### src/rtl/irq_ctrl_pkg.sv
// Shared register map and bank geometry for the podule interrupt controller.
// Latency: n/a (constants only). Backpressure: n/a.
package irq_ctrl_pkg;

    localparam logic [2:0] REG_STATUS   = 3'd0;
    localparam logic [2:0] REG_RAW      = 3'd1;
    localparam logic [2:0] REG_IRQ_MASK = 3'd2;
    localparam logic [2:0] REG_FIQ_MASK = 3'd3;
    localparam logic [2:0] REG_MODE     = 3'd4;
    localparam logic [2:0] REG_POLARITY = 3'd5;
    localparam logic [2:0] REG_VECTOR   = 3'd6;

    localparam int BANK_BITS = 8;

    function automatic int bank_count(input int num_src);
        return (num_src + BANK_BITS - 1) / BANK_BITS;
    endfunction

endpackage

### src/rtl/irq_sync.sv
// Multi-bit flop-chain synchroniser for asynchronous inputs, reset to 0.
// Latency: STAGES clk edges. Backpressure: none, samples every cycle.
module irq_sync #(
    parameter int WIDTH  = 1,
    parameter int STAGES = 2
) (
    input  logic             clk,
    input  logic             rst,
    input  logic [WIDTH-1:0] d,
    output logic [WIDTH-1:0] q
);

    logic [STAGES-1:0][WIDTH-1:0] stg;

    always_ff @(posedge clk or posedge rst) begin
        if (rst) begin
            stg <= '0;
        end else begin
            stg[0] <= d;
            for (int k = 1; k < STAGES; k++) begin
                stg[k] <= stg[k-1];
            end
        end
    end

    assign q = stg[STAGES-1];

endmodule

### src/rtl/irq_ctrl.sv
// Podule interrupt controller: per-source polarity, edge/level mode, IRQ/FIQ masks; optional vector via IRQ_CTRL_VECTOR_EN.
// Latency: level src -> irq SYNC_STAGES+1 edges, edge src -> SYNC_STAGES+2; writes commit 1 edge after the synced strobe falls.
// Backpressure: none; strobes shorter than one clk may be dropped, reads are combinational and side-effect free.
module irq_ctrl
    import irq_ctrl_pkg::*;
#(
    parameter int NUM_SRC     = 8,
    parameter int ADDR_W      = 5,
    parameter int SYNC_STAGES = 2
) (
    input  logic               clk,
    input  logic               rst,
    input  logic [NUM_SRC-1:0] src,
    input  logic               cs,
    input  logic               rd,
    input  logic               wr,
    input  logic [ADDR_W-1:0]  addr,
    input  logic [7:0]         wdata,
    output logic [7:0]         rdata,
    output logic               rdata_oe,
    output logic               irq,
    output logic               fiq
);

    localparam int NB     = bank_count(NUM_SRC);
    localparam int PAD    = NB * BANK_BITS;
    localparam int BANK_W = ADDR_W - 3;

    typedef struct packed {
        logic [ADDR_W-1:0] addr;
        logic [7:0]        dat;
    } wr_cap_t;

    logic [NUM_SRC-1:0] src_sync, s, s_d, rise, edge_lat, pend;
    logic [NUM_SRC-1:0] im, fm, mode, pol;
    logic [NUM_SRC-1:0] bank_hit, wbits, wr_im, wr_fm, wr_mode, wr_pol, w1c, mode_next;
    logic               ws, ws_d, commit;
    wr_cap_t            cap;
    logic [2:0]         cap_reg;
    logic [BANK_W-1:0]  cap_bank, rd_bank;

    irq_sync #(.WIDTH(NUM_SRC), .STAGES(SYNC_STAGES)) u_src_sync (
        .clk (clk),
        .rst (rst),
        .d   (src),
        .q   (src_sync)
    );

    irq_sync #(.WIDTH(1), .STAGES(SYNC_STAGES)) u_wr_sync (
        .clk (clk),
        .rst (rst),
        .d   (cs & wr),
        .q   (ws)
    );

    assign s      = src_sync ^ pol;
    assign rise   = s & ~s_d;
    assign pend   = (mode & edge_lat) | (~mode & s);
    assign commit = ws_d & ~ws;

    assign cap_reg  = cap.addr[2:0];
    assign cap_bank = cap.addr[ADDR_W-1:3];

    // Map the committed byte onto the source bits of the addressed bank.
    always_comb begin
        bank_hit = '0;
        wbits    = '0;
        for (int i = 0; i < NUM_SRC; i++) begin
            bank_hit[i] = commit && (int'(cap_bank) == i / BANK_BITS);
            wbits[i]    = cap.dat[i % BANK_BITS];
        end
    end

    assign wr_im     = bank_hit & {NUM_SRC{cap_reg == REG_IRQ_MASK}};
    assign wr_fm     = bank_hit & {NUM_SRC{cap_reg == REG_FIQ_MASK}};
    assign wr_mode   = bank_hit & {NUM_SRC{cap_reg == REG_MODE}};
    assign wr_pol    = bank_hit & {NUM_SRC{cap_reg == REG_POLARITY}};
    assign w1c       = bank_hit & wbits & mode & {NUM_SRC{cap_reg == REG_STATUS}};
    assign mode_next = (mode & ~wr_mode) | (wbits & wr_mode);

`ifdef IRQ_CTRL_VECTOR_EN
    logic [7:0]         vec_q, vec_next;
    logic [NUM_SRC-1:0] vec_src;

    always_comb begin
        vec_src  = pend & (im | fm);
        vec_next = '0;
        for (int i = NUM_SRC - 1; i >= 0; i--) begin
            if (vec_src[i]) vec_next = {1'b1, 2'b00, 5'(i)};
        end
    end

    always_ff @(posedge clk or posedge rst) begin
        if (rst) vec_q <= '0;
        else     vec_q <= vec_next;
    end
`endif

    always_ff @(posedge clk or posedge rst) begin
        if (rst) begin
            s_d      <= '0;
            ws_d     <= 1'b0;
            cap      <= '0;
            im       <= '0;
            fm       <= '0;
            mode     <= '0;
            pol      <= '0;
            edge_lat <= '0;
            irq      <= 1'b0;
            fiq      <= 1'b0;
        end else begin
            s_d  <= s;
            ws_d <= ws;
            if (ws) begin
                cap.addr <= addr;
                cap.dat  <= wdata;
            end
            im   <= (im  & ~wr_im)  | (wbits & wr_im);
            fm   <= (fm  & ~wr_fm)  | (wbits & wr_fm);
            pol  <= (pol & ~wr_pol) | (wbits & wr_pol);
            mode <= mode_next;
            // A latch only lives in edge mode; a fresh rise beats a same-cycle W1C.
            edge_lat <= ((edge_lat & ~w1c) | rise) & mode & mode_next;
            irq <= |(pend & im);
            fiq <= |(pend & fm);
        end
    end

    assign rdata_oe = cs & rd;
    assign rd_bank  = addr[ADDR_W-1:3];

    function automatic logic [7:0] bank_slice(input logic [PAD-1:0] v, input int b);
        return v[b*BANK_BITS +: BANK_BITS];
    endfunction

    always_comb begin
        rdata = '0;
        if (rdata_oe && int'(rd_bank) < NB) begin
            case (addr[2:0])
                REG_STATUS:   rdata = bank_slice(PAD'(pend), int'(rd_bank));
                REG_RAW:      rdata = bank_slice(PAD'(s), int'(rd_bank));
                REG_IRQ_MASK: rdata = bank_slice(PAD'(im), int'(rd_bank));
                REG_FIQ_MASK: rdata = bank_slice(PAD'(fm), int'(rd_bank));
                REG_MODE:     rdata = bank_slice(PAD'(mode), int'(rd_bank));
                REG_POLARITY: rdata = bank_slice(PAD'(pol), int'(rd_bank));
`ifdef IRQ_CTRL_VECTOR_EN
                REG_VECTOR:   rdata = (rd_bank == '0) ? vec_q : 8'h00;
`endif
                default:      rdata = '0;
            endcase
        end
    end

endmodule

### config.mk
export PLATFORM = sky130hd
export DESIGN_NAME = irq_ctrl
export DESIGN_NICKNAME = d
export VERILOG_FILES = /design/src/rtl/irq_ctrl_pkg.sv /design/src/rtl/irq_sync.sv /design/src/rtl/irq_ctrl.sv
export SDC_FILE = /design/constraint.sdc
export NUM_CORES = 1
export LEC_CHECK = 0
export BUFFER_PORTS_ARGS = -buffer_cell sky130_fd_sc_hd__buf_2
export CAP_MARGIN = 40
export CORE_MARGIN = 2
export CORE_UTILIZATION = 45
export CTS_CLUSTER_SIZE = 10
export DETAILED_ROUTE_END_ITERATION = 16
export GPL_TIMING_DRIVEN = 0
export HOLD_SLACK_MARGIN = 0.1
export PLACE_DENSITY = 0.63
export SETUP_SLACK_MARGIN = 0.1
export SYNTH_ARGS = -nofsm -noshare
export SYNTH_HDL_FRONTEND = slang
export SYNTH_HIERARCHICAL = 1
export SYNTH_SLANG_ARGS = --single-unit
export TNS_END_PERCENT = 10
### constraint.sdc
create_clock -name clk -period 5.6 [get_ports clk]
set_input_delay 0.56 -clock clk [delete_from_list [all_inputs] [get_ports clk]]
set_output_delay 0.56 -clock clk [all_outputs]
set_load 0.05 [all_outputs]
# After elaboration in Yosys (flattened, before gate mapping)
# Cells that the tools add are included.
# totals
elab_cells,81
output_inout_bits,11
reg_bits,82
in_bits,26
# op_classes
reduce_logical,7
n_lt_le_gt_ge,1
bitwise,41
muxes,2
n_eq_ne,9
n_shift,6
# ops
cell,count
AND 8 bit,23
NOT 8 bit,7
OR 8 bit,6
case mux 8 bit (6 select lines),1
variable part select 8 x 6 -> 8 bit,6
OR reduction 8 bit,2
== test 3 x 2 -> 1 bit (second input constant),4
== test 3 bit (second input constant),4
two-way mux 8 bit,1
XOR 8 bit,1
zero test 3 bit,2
AND 1 bit,3
== test 3 x 1 -> 1 bit (second input constant),1
logical AND 1 bit,2
zero test 2 bit,1
< comparator 2 x 1 -> 1 bit (second input constant),1
NOT 1 bit,1

# Logic depth before layout (Yosys ltp)
# depth
ltp_word,11
depth_mapped,6
depth_no_buf,5

# Cells and area by module
# The synthesis kept the hierarchy.
# modules_own_cells
mod,n_inst,cells_each,area_per_inst_um2,seq_area_each_um2
irq_ctrl,1,272,3164.3,1601.5
irq_sync (u_src_sync),1,25,464.2,400.4
irq_sync (u_wr_sync),1,3,53.8,50.0

# Least setup slack after synthesis
# No wires, ideal clock.
# synth_path
kind,in2out
startpoint,in cs
endpoint,out rdata[0]
path_slack_ns,2.493
arrival_ns,2.547
n_path_buf,0
path_stages,3
t_required_ns,5.040
cell_sequence,and2_1 > nand3_1 > a221oi_1
# synth_between
elab_chain_cells,3
# synth_lines
item,line,source
start: declaration,irq_ctrl.sv:14,"input logic cs,"
AND 1 bit,irq_ctrl.sv:129,assign rdata_oe = cs & rd;
logical AND 1 bit,irq_ctrl.sv:138,if (rdata_oe && int'(rd_bank) < NB) begin
two-way mux 8 bit,irq_ctrl.sv:138,
end: declaration,irq_ctrl.sv:19,"output logic [7:0] rdata,"
# Every way passes these cells.

# Final worst setup path
# layout_path
startpoint,in addr[2]
endpoint,out rdata[4]
# layout_between
elab_chain_cells,3
word_cells_on_any_way,8
cone_classes,eq/ne: 5; mux: 2; reduce/logical: 1
# layout_lines
item,line,source
start: declaration,irq_ctrl.sv:17,"input logic [ADDR_W-1:0] addr,"
== test 3 bit (tied with other cells),irq_ctrl.sv:139,case (addr[2:0])
case mux 8 bit (6 select lines) (*),irq_ctrl.sv:139,
two-way mux 8 bit (*),irq_ctrl.sv:138,
# Mark *: on every way between the ends. The rest lies on a longest branch, timed or not.

==> impl_metrics.tcl <==
set metrics [dict create \
    cp_data_arrival_time_ns 2.49 \
    routabilityCongestion 0.821 \
    clock_sinks 82 \
    max_stage_delay_ns 0.45 \
    drv_slew 0 \
    fin_hold_ws_ns 0.293 \
    grt_pass1_vias 2434 \
    htree_levels 3 \
    vias 2507 \
    dr.pass1.iters 4 \
    start_util_pct 46.9 \
    cp_slowest_cell "clkbuf_1" \
    crit_chain "buf_2 -> clkbuf_1 -> inv_1 -> nand3b_1 -> o221ai_1 -> a221oi_1 -> buf_2" \
    finalCritPeriodShare_pct 54.5 \
    clock_path_buffers 2 \
    crit_top_cell "buf_2" \
    drt_wl_total_mm 8.25 \
    io_buffer_count 35 \
    multiInputGateArea_um2 1450 \
    ios 37 \
    placed_area_um2 4020 \
    drt-vias-per-instance 5.50 \
    endpoint_kind "output port" \
    synth_nets 326 \
    die_h_um 94.5 \
    synth_area_leaders "dfrtp_1 56%, mux2_2 13%, xnor2_1 2.9%" \
    ant_nets 0 \
    outcome "finished clean" \
    area_growth_pct 14.5 \
    cts_buffers 9 \
    max_freq_ghz 0.328 \
    netlist_instances 300 \
    die-area_um2 8920 \
    grt_pass1_wl_mm 13.2 \
    core_area_um2 7850 \
    worstPathMaxFanout 10 \
    worstMarginPinSlew_ns 0.805 \
    finalSetupViolCount 0 \
    grt_overflow 0 \
    antenna_found_initial 0 \
    powerDensity_nw_per_um2 363 \
    synth_top_cell_by_area "dfrtp_1" \
    start_kind "input port" \
    clk_pin_slew_ns 0.09 \
    total_leakage_power_uw 0.00192 \
    period_needed_ns 3.05 \
    synth-edff-count 0 \
    slew_headroom_pct 46.3 \
    clk_latency_ns 0.36 \
    synth_cell_types 38 \
    synth-seq-cells 82 \
    critPathRequiredTime_ns 5.04 \
    cts_tree "built" \
    peakVddDrop_mv 0.165 \
    synth_async_sr_flop_share_pct 100 \
    post_cts_resized 0 \
    fillCellCount 721 \
    diodes 0 \
    critPathKind "input port to output port" \
    grt_max_degree 52 \
    drive_gt1_share_pct 33.9 \
    hold_viol_final 0 \
    synth_area_per_cell_um2 12.3 \
    post-route-cell-area_um2 4220 \
    synth-warning-count 6 \
    final.setup.tns_ns 0 \
    synth_flop_cell "dfrtp_1" \
    rows 32 \
    grt_use_total_pct 20.1 \
    post_cts_buffers 0 \
    cts_root_buf "clkbuf_8" \
    wl_per_cell_um 18.1 \
    post-dp-hpwl_mm 5.55 \
    synth_seq_area_share_pct 55.7 \
    drtIter0Drc 118 \
    finalPower_uw 1530 \
    die_x_um 94.5 \
    regArea_um2 2050 \
    hp-class "input port to flip-flop" \
    netlist_area_um2 3680 \
    drc 0 \
    synth_top_area_share_pct 55.7 \
    fin_worst_skew_ns 0.00655 \
    rsz0062_at_grt "false" \
    drv_cap 0 \
    fin_nets 375 \
]
cells in the final DEF, fill, tap and decap left out, drive strengths merged, types with 4 or more instances in the layout:
| cell type | n |
|---|---|
| a221oi | 8 |
| a21boi | 4 |
| inv | 27 |
| mux2i | 5 |
| nor2 | 10 |
| o221a | 8 |
| clkbuf | 17 |
| nand2 | 15 |
| o221ai | 5 |
| o21ai | 14 |
| mux2 | 43 |
| a22oi | 6 |
| nor2b | 4 |
| nand2b | 11 |
| buf | 47 |
| dfrtp | 82 |
| xnor2 | 12 |
| o211ai | 6 |
| a21oi | 4 |
worst paths after layout:
check                                     to  cells after the start         startpoint  slack, ns
max reg2reg                      edge_lat[6]                      5        u_wr_sync/q       3.31
min in group asynchronous   u_wr_sync/stg[0]                      3                rst       0.62
max in group asynchronous    u_src_sync/q[1]                      3                rst       4.37
min                        u_src_sync/stg[5]                      1             src[5]       0.29
min reg2reg                  u_src_sync/q[5]                      0  u_src_sync/stg[5]       0.35
max                                 rdata[4]                      7            addr[2]       2.55
cells in the mapped netlist (8+ instances only):
| master | n |
|---|---|
| xnor2_1 | 12 |
| buf_4 | 8 |
| nor2_1 | 9 |
| inv_1 | 22 |
| a221oi_1 | 8 |
| nand2_1 | 15 |
| nand2b_1 | 11 |
| mux2_2 | 43 |
| o21ai_0 | 14 |
| clkbuf_1 | 8 |
| dfrtp_1 | 82 |
| o221a_2 | 8 |
per-layer routing:
metal / track usage, % / wire [um]
met5: 0 / 0
met4: 6.76 / 110
met3: 4.07 / 403
met2: 30.7 / 3790
met1: 28.9 / 3950
report_power, final:
group / total (uW) / leakage (uW) / internal, uW / switching (uW)
combinational: 324 / 0.000794 / 154 / 170
sequential: 793 / 0.00104 / 700 / 93.5
clock: 413 / 0.0000929 / 170 / 243
total: 1530 / 0.00192 / 1020 / 507
cells by family (layout without fill, tap and decap cells):
family	count (synthesis)	after routing	share of synthesized area, %
buffers and inverters	40	94	4.96
AOI/OAI and AO/OA	63	63	13.0
DFF	82	82	55.7
xor gates and xnor gates	13	13	3.09
and+or+nand+nor	54	54	8.66
muxes	48	48	14.5
critical path, delay by kind of cell:
family	cells	cell delay [ns]
compound gates	2	0.50
buf+inv	4	1.14
simple gates	1	0.29
area by class of cell:
type                       instances  area share [%]
sequential                        82            48.7
multi-input combinational        178            34.3
timing repair buffer              38            5.22
tap                              102            3.03
clock buffer                       9            2.94
buffer                            18            2.37
inverter                          22            2.02
clock inverter                     7            1.40
per-stage QoR:
| step | util [%] | cells | setup slack [ns] |
|---|---|---|---|
| floorplan | - | 300 | 2.49 |
| global placement | 50.8 | 437 | 2.47 |
| detailed placement | 51.3 | 439 | 2.58 |
| CTS | 53.7 | 456 | 2.59 |
| global route | 53.7 | 456 | 2.40 |
| finish | 53.7 | 456 | 2.55 |
timing repair:
| item | in CTS | in global routing |
|---|---|---|
| endpoints found under the hold margin | 2 | 0 |
| endpoints found under the setup margin | 0 | 0 |
| hold buffers | 1 | 0 |
Power figures use the tool's default switching activity.
